File: src/rtl/m68k_bus_pkg.sv
// Shared encodings for the 68000 bus master: sizes, error codes, strobe levels and FSM states.
package m68k_bus_pkg;

    localparam logic [1:0] SIZE_BYTE   = 2'b00;
    localparam logic [1:0] SIZE_WORD   = 2'b01;
    localparam logic [1:0] SIZE_LONG   = 2'b10;

    localparam logic [1:0] ERR_OK      = 2'b00;
    localparam logic [1:0] ERR_ADDR    = 2'b01;
    localparam logic [1:0] ERR_BUS     = 2'b10;
    localparam logic [1:0] ERR_TIMEOUT = 2'b11;

    localparam logic DS_ON     = 1'b0;
    localparam logic DS_OFF    = 1'b1;
    localparam logic AS_STROBE = 1'b0;
    localparam logic AS_OFF    = 1'b1;
    localparam logic RW_READ   = 1'b1;
    localparam logic RW_WRITE  = 1'b0;

    typedef enum logic [2:0] {
        ST_IDLE,
        ST_SETUP,
        ST_STROBE,
        ST_WAIT,
        ST_END,
        ST_DONE
    } state_e;

    // Bus word for the current transfer; a long sends its high half first.
    function automatic logic [15:0] write_lane(logic [31:0] wdata, logic [1:0] size, logic second);
        if (size == SIZE_BYTE)
            return {wdata[7:0], wdata[7:0]};
        else if (size == SIZE_LONG && !second)
            return wdata[31:16];
        else
            return wdata[15:0];
    endfunction

endpackage

File: src/rtl/m68k_bus_if.sv
// Core request/response channel plus the external 68000 pin group.
interface m68k_bus_if;
    logic        req_valid;
    logic        req_ready;
    logic        req_rw;
    logic [1:0]  req_size;
    logic [23:0] req_addr;
    logic [31:0] req_wdata;
    logic [2:0]  req_fc;
    logic        done;
    logic [1:0]  err;
    logic [31:0] rdata;
    logic [22:0] A;
    logic        AS;
    logic        UDS;
    logic        LDS;
    logic        RW;
    logic [15:0] D_OUT;
    logic        D_OE;
    logic [15:0] D_IN;
    logic        DTACK;
    logic        BERR;
    logic [2:0]  FC;

    modport master (
        input  req_valid, req_rw, req_size, req_addr, req_wdata, req_fc, D_IN, DTACK, BERR,
        output req_ready, done, err, rdata, A, AS, UDS, LDS, RW, D_OUT, D_OE, FC
    );

    modport slave (
        output req_valid, req_rw, req_size, req_addr, req_wdata, req_fc, D_IN, DTACK, BERR,
        input  req_ready, done, err, rdata, A, AS, UDS, LDS, RW, D_OUT, D_OE, FC
    );
endinterface

File: src/rtl/m68k_bus_watchdog.sv
// WAIT-state watchdog: cleared on strobe, counts cycles with no response, saturates at TIMEOUT.
module m68k_bus_watchdog #(
    parameter int TIMEOUT = 255
) (
    input  logic CLK,
    input  logic RESET,
    input  logic clear,
    input  logic enable,
    output logic expire
);
    localparam int CW = (TIMEOUT > 0) ? $clog2(TIMEOUT + 1) : 1;

    logic [CW-1:0] cnt_q, cnt_d;

    always_comb begin
        cnt_d = cnt_q;
        if (clear)
            cnt_d = '0;
        else if (enable && cnt_q != CW'(TIMEOUT))
            cnt_d = cnt_q + 1'b1;
    end

    always_ff @(posedge CLK) begin
        if (RESET)
            cnt_q <= '0;
        else
            cnt_q <= cnt_d;
    end

    // Fires on the idle cycle whose increment would reach TIMEOUT.
    generate
        if (TIMEOUT == 0) begin : g_off
            assign expire = 1'b0;
        end else begin : g_on
            assign expire = enable && (cnt_q == CW'(TIMEOUT - 1));
        end
    endgenerate
endmodule

File: src/rtl/m68k_bus_unit.sv
// 68000 asynchronous-bus master: turns byte/word/long requests into AS/DS/DTACK bus cycles.
module m68k_bus_unit #(
    parameter int TIMEOUT     = 255,
    parameter int SETUP_CYC   = 1,
    parameter int RECOVER_CYC = 1
) (
    input logic      CLK,
    input logic      RESET,
    m68k_bus_if.master bus
);
    import m68k_bus_pkg::*;

    localparam logic [7:0] SETUP_LAST   = 8'(SETUP_CYC - 1);
    localparam logic [7:0] RECOVER_LAST = 8'(RECOVER_CYC - 1);

    state_e      state_q, state_d;
    logic [7:0]  cyc_q, cyc_d;
    logic [23:0] addr_q, addr_d;
    logic        rw_q, rw_d;
    logic [1:0]  size_q, size_d;
    logic [31:0] wdata_q, wdata_d;
    logic [2:0]  fc_q, fc_d;
    logic        second_q, second_d;
    logic [1:0]  err_acc_q, err_acc_d;
    logic [31:0] rbuf_q, rbuf_d;
    logic        as_q, as_d, uds_q, uds_d, lds_q, lds_d, doe_q, doe_d;
    logic        done_q, done_d;
    logic [1:0]  err_q, err_d;
    logic [31:0] rdata_q, rdata_d;
    logic        wd_clear, wd_en, wd_expire, strobing;

    assign wd_clear = (state_q == ST_STROBE);
    assign wd_en    = (state_q == ST_WAIT) && !bus.BERR && !bus.DTACK;

    m68k_bus_watchdog #(.TIMEOUT(TIMEOUT)) u_wd (
        .CLK    (CLK),
        .RESET  (RESET),
        .clear  (wd_clear),
        .enable (wd_en),
        .expire (wd_expire)
    );

    always_comb begin
        state_d   = state_q;
        cyc_d     = cyc_q;
        addr_d    = addr_q;
        rw_d      = rw_q;
        size_d    = size_q;
        wdata_d   = wdata_q;
        fc_d      = fc_q;
        second_d  = second_q;
        err_acc_d = err_acc_q;
        rbuf_d    = rbuf_q;
        done_d    = 1'b0;
        err_d     = err_q;
        rdata_d   = rdata_q;
        case (state_q)
            ST_IDLE: if (bus.req_valid) begin
                addr_d    = bus.req_addr;
                rw_d      = bus.req_rw;
                size_d    = (bus.req_size == 2'b11) ? SIZE_WORD : bus.req_size;
                wdata_d   = bus.req_wdata;
                fc_d      = bus.req_fc;
                second_d  = 1'b0;
                cyc_d     = '0;
                if (size_d != SIZE_BYTE && bus.req_addr[0]) begin
                    err_acc_d = ERR_ADDR;
                    state_d   = ST_DONE;
                end else begin
                    err_acc_d = ERR_OK;
                    state_d   = ST_SETUP;
                end
            end
            ST_SETUP: begin
                cyc_d = cyc_q + 8'd1;
                if (cyc_q == SETUP_LAST) begin
                    cyc_d   = '0;
                    state_d = ST_STROBE;
                end
            end
            ST_STROBE: state_d = ST_WAIT;
            ST_WAIT: begin
                if (bus.BERR) begin
                    err_acc_d = ERR_BUS;
                    state_d   = ST_END;
                end else if (bus.DTACK) begin
                    if (rw_q == RW_READ) begin
                        if (size_q == SIZE_BYTE)
                            rbuf_d = {24'd0, addr_q[0] ? bus.D_IN[7:0] : bus.D_IN[15:8]};
                        else if (size_q == SIZE_LONG && !second_q)
                            rbuf_d = {bus.D_IN, 16'd0};
                        else if (size_q == SIZE_LONG)
                            rbuf_d = {rbuf_q[31:16], bus.D_IN};
                        else
                            rbuf_d = {16'd0, bus.D_IN};
                    end
                    state_d = ST_END;
                end else if (wd_expire) begin
                    err_acc_d = ERR_TIMEOUT;
                    state_d   = ST_END;
                end
            end
            ST_END: begin
                cyc_d = cyc_q + 8'd1;
                if (cyc_q == RECOVER_LAST) begin
                    cyc_d = '0;
                    // A failed first half of a long never runs its second half.
                    if (size_q == SIZE_LONG && !second_q && err_acc_q == ERR_OK) begin
                        second_d = 1'b1;
                        addr_d   = addr_q + 24'd2;
                        state_d  = ST_SETUP;
                    end else begin
                        state_d  = ST_DONE;
                    end
                end
            end
            ST_DONE: begin
                done_d  = 1'b1;
                err_d   = err_acc_q;
                rdata_d = rbuf_q;
                state_d = ST_IDLE;
            end
            default: state_d = ST_IDLE;
        endcase

        // Strobes and D_OE are registered from the next state so they change cleanly on edges.
        strobing = (state_d == ST_STROBE) || (state_d == ST_WAIT);
        as_d     = strobing ? AS_STROBE : AS_OFF;
        uds_d    = (strobing && (size_d != SIZE_BYTE || !addr_d[0])) ? DS_ON : DS_OFF;
        lds_d    = (strobing && (size_d != SIZE_BYTE ||  addr_d[0])) ? DS_ON : DS_OFF;
        doe_d    = (strobing || state_d == ST_SETUP) && (rw_d == RW_WRITE);
    end

    always_ff @(posedge CLK) begin
        if (RESET) begin
            state_q   <= ST_IDLE;
            cyc_q     <= '0;
            addr_q    <= '0;
            rw_q      <= RW_READ;
            size_q    <= SIZE_BYTE;
            wdata_q   <= '0;
            fc_q      <= '0;
            second_q  <= 1'b0;
            err_acc_q <= ERR_OK;
            rbuf_q    <= '0;
            as_q      <= AS_OFF;
            uds_q     <= DS_OFF;
            lds_q     <= DS_OFF;
            doe_q     <= 1'b0;
            done_q    <= 1'b0;
            err_q     <= ERR_OK;
            rdata_q   <= '0;
        end else begin
            state_q   <= state_d;
            cyc_q     <= cyc_d;
            addr_q    <= addr_d;
            rw_q      <= rw_d;
            size_q    <= size_d;
            wdata_q   <= wdata_d;
            fc_q      <= fc_d;
            second_q  <= second_d;
            err_acc_q <= err_acc_d;
            rbuf_q    <= rbuf_d;
            as_q      <= as_d;
            uds_q     <= uds_d;
            lds_q     <= lds_d;
            doe_q     <= doe_d;
            done_q    <= done_d;
            err_q     <= err_d;
            rdata_q   <= rdata_d;
        end
    end

    assign bus.req_ready = (state_q == ST_IDLE);
    assign bus.done      = done_q;
    assign bus.err       = err_q;
    assign bus.rdata     = rdata_q;
    assign bus.A         = addr_q[23:1];
    assign bus.AS        = as_q;
    assign bus.UDS       = uds_q;
    assign bus.LDS       = lds_q;
    assign bus.RW        = (state_q inside {ST_SETUP, ST_STROBE, ST_WAIT, ST_END}) ? rw_q : RW_READ;
    assign bus.D_OUT     = write_lane(wdata_q, size_q, second_q);
    assign bus.D_OE      = doe_q;
    assign bus.FC        = fc_q;
endmodule
File: src/flat_wrapper.sv
// flat-port wrapper written by rule: the top's interface ports become plain ports
module m68k_bus_unit_flat import m68k_bus_pkg::*;
#(
    parameter int TIMEOUT     = 255,
    parameter int SETUP_CYC   = 1,
    parameter int RECOVER_CYC = 1
)
  (CLK, RESET, bus_req_valid, bus_req_rw, bus_req_size, bus_req_addr, bus_req_wdata, bus_req_fc, bus_D_IN, bus_DTACK, bus_BERR, bus_req_ready, bus_done, bus_err, bus_rdata, bus_A, bus_AS, bus_UDS, bus_LDS, bus_RW, bus_D_OUT, bus_D_OE, bus_FC);
  m68k_bus_if bus_i ();
  input logic CLK;
  input logic RESET;
  input wire logic [$bits(bus_i.req_valid)-1:0] bus_req_valid;
  input wire logic [$bits(bus_i.req_rw)-1:0] bus_req_rw;
  input wire logic [$bits(bus_i.req_size)-1:0] bus_req_size;
  input wire logic [$bits(bus_i.req_addr)-1:0] bus_req_addr;
  input wire logic [$bits(bus_i.req_wdata)-1:0] bus_req_wdata;
  input wire logic [$bits(bus_i.req_fc)-1:0] bus_req_fc;
  input wire logic [$bits(bus_i.D_IN)-1:0] bus_D_IN;
  input wire logic [$bits(bus_i.DTACK)-1:0] bus_DTACK;
  input wire logic [$bits(bus_i.BERR)-1:0] bus_BERR;
  output wire logic [$bits(bus_i.req_ready)-1:0] bus_req_ready;
  output wire logic [$bits(bus_i.done)-1:0] bus_done;
  output wire logic [$bits(bus_i.err)-1:0] bus_err;
  output wire logic [$bits(bus_i.rdata)-1:0] bus_rdata;
  output wire logic [$bits(bus_i.A)-1:0] bus_A;
  output wire logic [$bits(bus_i.AS)-1:0] bus_AS;
  output wire logic [$bits(bus_i.UDS)-1:0] bus_UDS;
  output wire logic [$bits(bus_i.LDS)-1:0] bus_LDS;
  output wire logic [$bits(bus_i.RW)-1:0] bus_RW;
  output wire logic [$bits(bus_i.D_OUT)-1:0] bus_D_OUT;
  output wire logic [$bits(bus_i.D_OE)-1:0] bus_D_OE;
  output wire logic [$bits(bus_i.FC)-1:0] bus_FC;
  assign bus_i.req_valid = bus_req_valid;
  assign bus_i.req_rw = bus_req_rw;
  assign bus_i.req_size = bus_req_size;
  assign bus_i.req_addr = bus_req_addr;
  assign bus_i.req_wdata = bus_req_wdata;
  assign bus_i.req_fc = bus_req_fc;
  assign bus_i.D_IN = bus_D_IN;
  assign bus_i.DTACK = bus_DTACK;
  assign bus_i.BERR = bus_BERR;
  assign bus_req_ready = bus_i.req_ready;
  assign bus_done = bus_i.done;
  assign bus_err = bus_i.err;
  assign bus_rdata = bus_i.rdata;
  assign bus_A = bus_i.A;
  assign bus_AS = bus_i.AS;
  assign bus_UDS = bus_i.UDS;
  assign bus_LDS = bus_i.LDS;
  assign bus_RW = bus_i.RW;
  assign bus_D_OUT = bus_i.D_OUT;
  assign bus_D_OE = bus_i.D_OE;
  assign bus_FC = bus_i.FC;
  m68k_bus_unit #(.TIMEOUT(TIMEOUT), .SETUP_CYC(SETUP_CYC), .RECOVER_CYC(RECOVER_CYC)) u_core (.CLK(CLK), .RESET(RESET), .bus(bus_i));
endmodule
File: config.mk
export PLATFORM = sky130hd
export DESIGN_NAME = m68k_bus_unit_flat
export DESIGN_NICKNAME = d
export VERILOG_FILES = /design/src/rtl/m68k_bus_pkg.sv /design/src/rtl/m68k_bus_if.sv /design/src/rtl/m68k_bus_watchdog.sv /design/src/rtl/m68k_bus_unit.sv /design/src/flat_wrapper.sv
export SDC_FILE = /design/constraint.sdc
export NUM_CORES = 1
export LEC_CHECK = 0
export ABC_AREA = 1
export ABC_CLOCK_PERIOD_IN_PS = 4600
export BUFFER_PORTS_ARGS = -buffer_cell sky130_fd_sc_hd__buf_2
export CORE_MARGIN = 3
export CORE_UTILIZATION = 57
export CTS_BUF_LIST = sky130_fd_sc_hd__clkbuf_2 sky130_fd_sc_hd__clkbuf_4 sky130_fd_sc_hd__clkbuf_8
export CTS_CLUSTER_DIAMETER = 60
export DETAILED_ROUTE_END_ITERATION = 8
export PLACE_DENSITY = 0.94
export SLEW_MARGIN = 25
export SYNTH_ARGS = -nofsm -noshare
export SYNTH_HDL_FRONTEND = slang
export SYNTH_HIERARCHICAL = 1
export SYNTH_SLANG_ARGS = --single-unit
File: constraint.sdc
create_clock -name CLK -period 4.6 [get_ports CLK]
set_input_delay 0.23 -clock CLK [delete_from_list [all_inputs] [get_ports CLK]]
set_output_delay 0.23 -clock CLK [all_outputs]
set_load 0.05 [all_outputs]
==> summary.txt <==
worst rel slew slack = 44.50%
Root Driver = clkbuf_8
CP arrival = 2.86 ns
Via-to-Cell Ratio = 5.293
global placer's final weighted congestion = 0.9352
synthesized instance count = 1,047
final hold slack = 0.02844 ns
Overall Global Routing Usage = 25.76%
crit share post-route = 55.84%
clock buffer depth = 2
Peak VDD IR = 547.7 uV
total negative setup slack = 0 ns
simple-gate share of the synthesized area = 25.12%
Area contributors post-synth = dfxtp_1 42%, nand2_1 14%, a21oi_1 7.9%, o21ai_0 6.5%, inv_1 5.8%
share of layout cells above drive strength 1 = 21.29%
synthesized area = 7367 um2
Die X = 119.7 um
Area Overhead vs Synth = 14.76%
initial antenna violation count = 0
CTS resizes = 0
post-synthesis sequential area ratio = 42.12%
Total Routed Length = 18,710 um
Power Density = 513.8 nW/um2
Final Total Pwr = 4.344 mW
Final Hold Fails = 0
CTS tree = built
total number of vias = 7,130
worst hold path class = input pin to register
I/O Pins = 166
hold_buf cts = 0
ANT cells = 0
status = finished clean
data required time of the worst path = 4.89 ns
CP Class = register to register
Post-Synth XOR/XNOR Area = 0.2378%
area share of the largest cell type after synthesis = 42.12%
total gr overflow = 0
initial drt markers = 638
FF+latch count, synth = 155
CTS H-Tree Depth = 4
per-cell routed wire length = 13.89 um
setup violators final = 0
CTS Buf Count = 17
Worst setup SP type = register
Max Cap Viol = 0
Mapped Nets = 1,135
Slew Limit Fails = 0
most frequent cell after synthesis = nand2_1
area leader, netlist = dfxtp_1
Pleak = 3.649 nW
clock slew seen by the registers of the worst setup and hold paths = 0.08 ns
DIE HEIGHT = 119.7 um
global-route wire length before repair = 30,230 um
PortBufs = 165
Ys Warns = 6
# clock sinks = 155
primary flip-flop cell chosen by synthesis mapping = dfxtp_1
Critical Path Fanout Max = 43
clk_skew = 0.009678 ns
unrepaired setup endpoints after global routing = no
share of flip-flops with an asynchronous set or reset = 0%
Fmax = 389.3 MHz
fin crit period = 2.569 ns
Post-synth EDFFs = 0
most common library cells after synthesis = 266 x nand2_1, 155 x dfxtp_1, 117 x a21oi_1, 113 x inv_1, 96 x o21ai_0
cell row count = 40
Routed Antenna Nets = 0
Synth Area in Compound Gates = 19.74%
mux contribution to synthesized area = 0%
largest family of logic cells by synthesized area = simple AND/OR/NAND/NOR gates
Die Area = 14,320 um2
critical path capture point type = register
total core area = 12,310 um2
Syn Area/Cell = 7.036 um2
area share of fa/ha/maj cells after synthesis = 0.8492%
net total in the final layout = 1,254
DRT Pass-1 Iters = 7
Final HPWL DP = 13,160 um
Synth cell types = 48
largest net degree at the start of global routing = 69
initial core utilization = 59.84%
clk_lat worst skew = 0.45 ns
vias in the first global route = 6,449
# DRC = 0
Post-CTS Setup Bufs = 0
Worst Max-Slew Pin Slew = 0.8325 ns
## registers in the layout, indices dropped and copies added (netlist names)
signal and count:
u_core/second_q 1, u_core/bus.LDS 1, u_core/size_q 2, u_core/u_wd/cnt_q 8
u_core/bus.err 2, u_core/addr_q 24, u_core/err_acc_q 2, u_core/bus.D_OE 1
u_core/bus.AS 1, u_core/bus.done 1, u_core/rbuf_q 32, u_core/bus.rdata 32
u_core/state_q 3, u_core/cyc_q 8, u_core/bus.FC 3, u_core/rw_q 1
u_core/wdata_q 32, u_core/bus.UDS 1
## metal layers
metal	share of wire (%)	vias up	global-route usage, %	wire (um)
met5	0	-	0	0
met1	43	3221	33.44	7962
met4	1.7	0	9.306	325
met3	7.4	29	6.598	1385
li1	-	3610	-	-
met2	48	270	41.60	9039
## cell usage in the layout (no fill, tap or decap), types with 5 or more instances in the layout
cell,n
buf_4,5
buf_2,165
o211ai_1,8
nor3_1,8
nand3_2,5
nand2_2,7
nand3_1,58
a21oi_2,13
nor2_1,66
dfxtp_1,155
a31oi_1,8
inv_1,112
clkbuf_8,21
o21ai_0,96
ha_1,5
a21oi_1,117
nand2_1,265
clkinvlp_4,5
o21ai_1,11
inv_2,6
## cell type report
type / instances / area [um2]
fill: 1063 / 3857
sequential: 155 / 3103
tap: 168 / 210.2
clock buffer: 21 / 289.0
clock inverter: 11 / 132.6
inverter: 122 / 464.2
timing repair buffer: 170 / 863.3
multi-input combinational: 700 / 3392
## where the power goes
group          internal, mW  switching (mW)
Sequential             1.54           0.128
Clock                 0.546           0.511
Combinational         0.386            1.24
Total                  2.47            1.88
## cell families (layout without fill, tap and decap cells)
logic type / count (synthesis) / in the layout
buf+inv: 192 / 324
xor+xnor: 2 / 2
simple gates: 428 / 428
flops: 155 / 155
compound gates: 265 / 265
fa+ha+maj: 5 / 5
## path summary, 6_finish.rpt
check	startpoint	to	slack [ns]	cells after the start
min	bus_req_wdata[28]	u_core/wdata_q[28]	0.03	3
max	u_core/size_q[1]	u_core/addr_q[2]	2.03	9
max reg2reg	u_core/size_q[1]	u_core/addr_q[2]	2.03	9
min reg2reg	u_core/bus.rdata[12]	u_core/bus.rdata[12]	0.44	2
## per-stage QoR
stage	instance area [um2]	std cells	worst slack [ns]	util (%)
2_1_floorplan	7367	1047	2.211	-
6_report	8454	1347	2.031	68.67
3_3_place_gp	8033	1315	2.173	65.24
4_1_cts	8454	1347	2.022	68.67
5_1_grt	8454	1347	1.769	68.67
3_5_place_dp	8033	1315	2.089	65.24
## critical path, cell delays in order (launching register included)
cell and delay, ns:
dfxtp_1 0.34, inv_1 0.06, nor2_1 0.15, nand2_2 0.48, nor3_2 0.34, nand3_2 0.11, nand2_2 0.38, inv_2 0.32
nand2_1 0.15, a21oi_1 0.08
No activity file was read; power rests on OpenSTA's default activity.
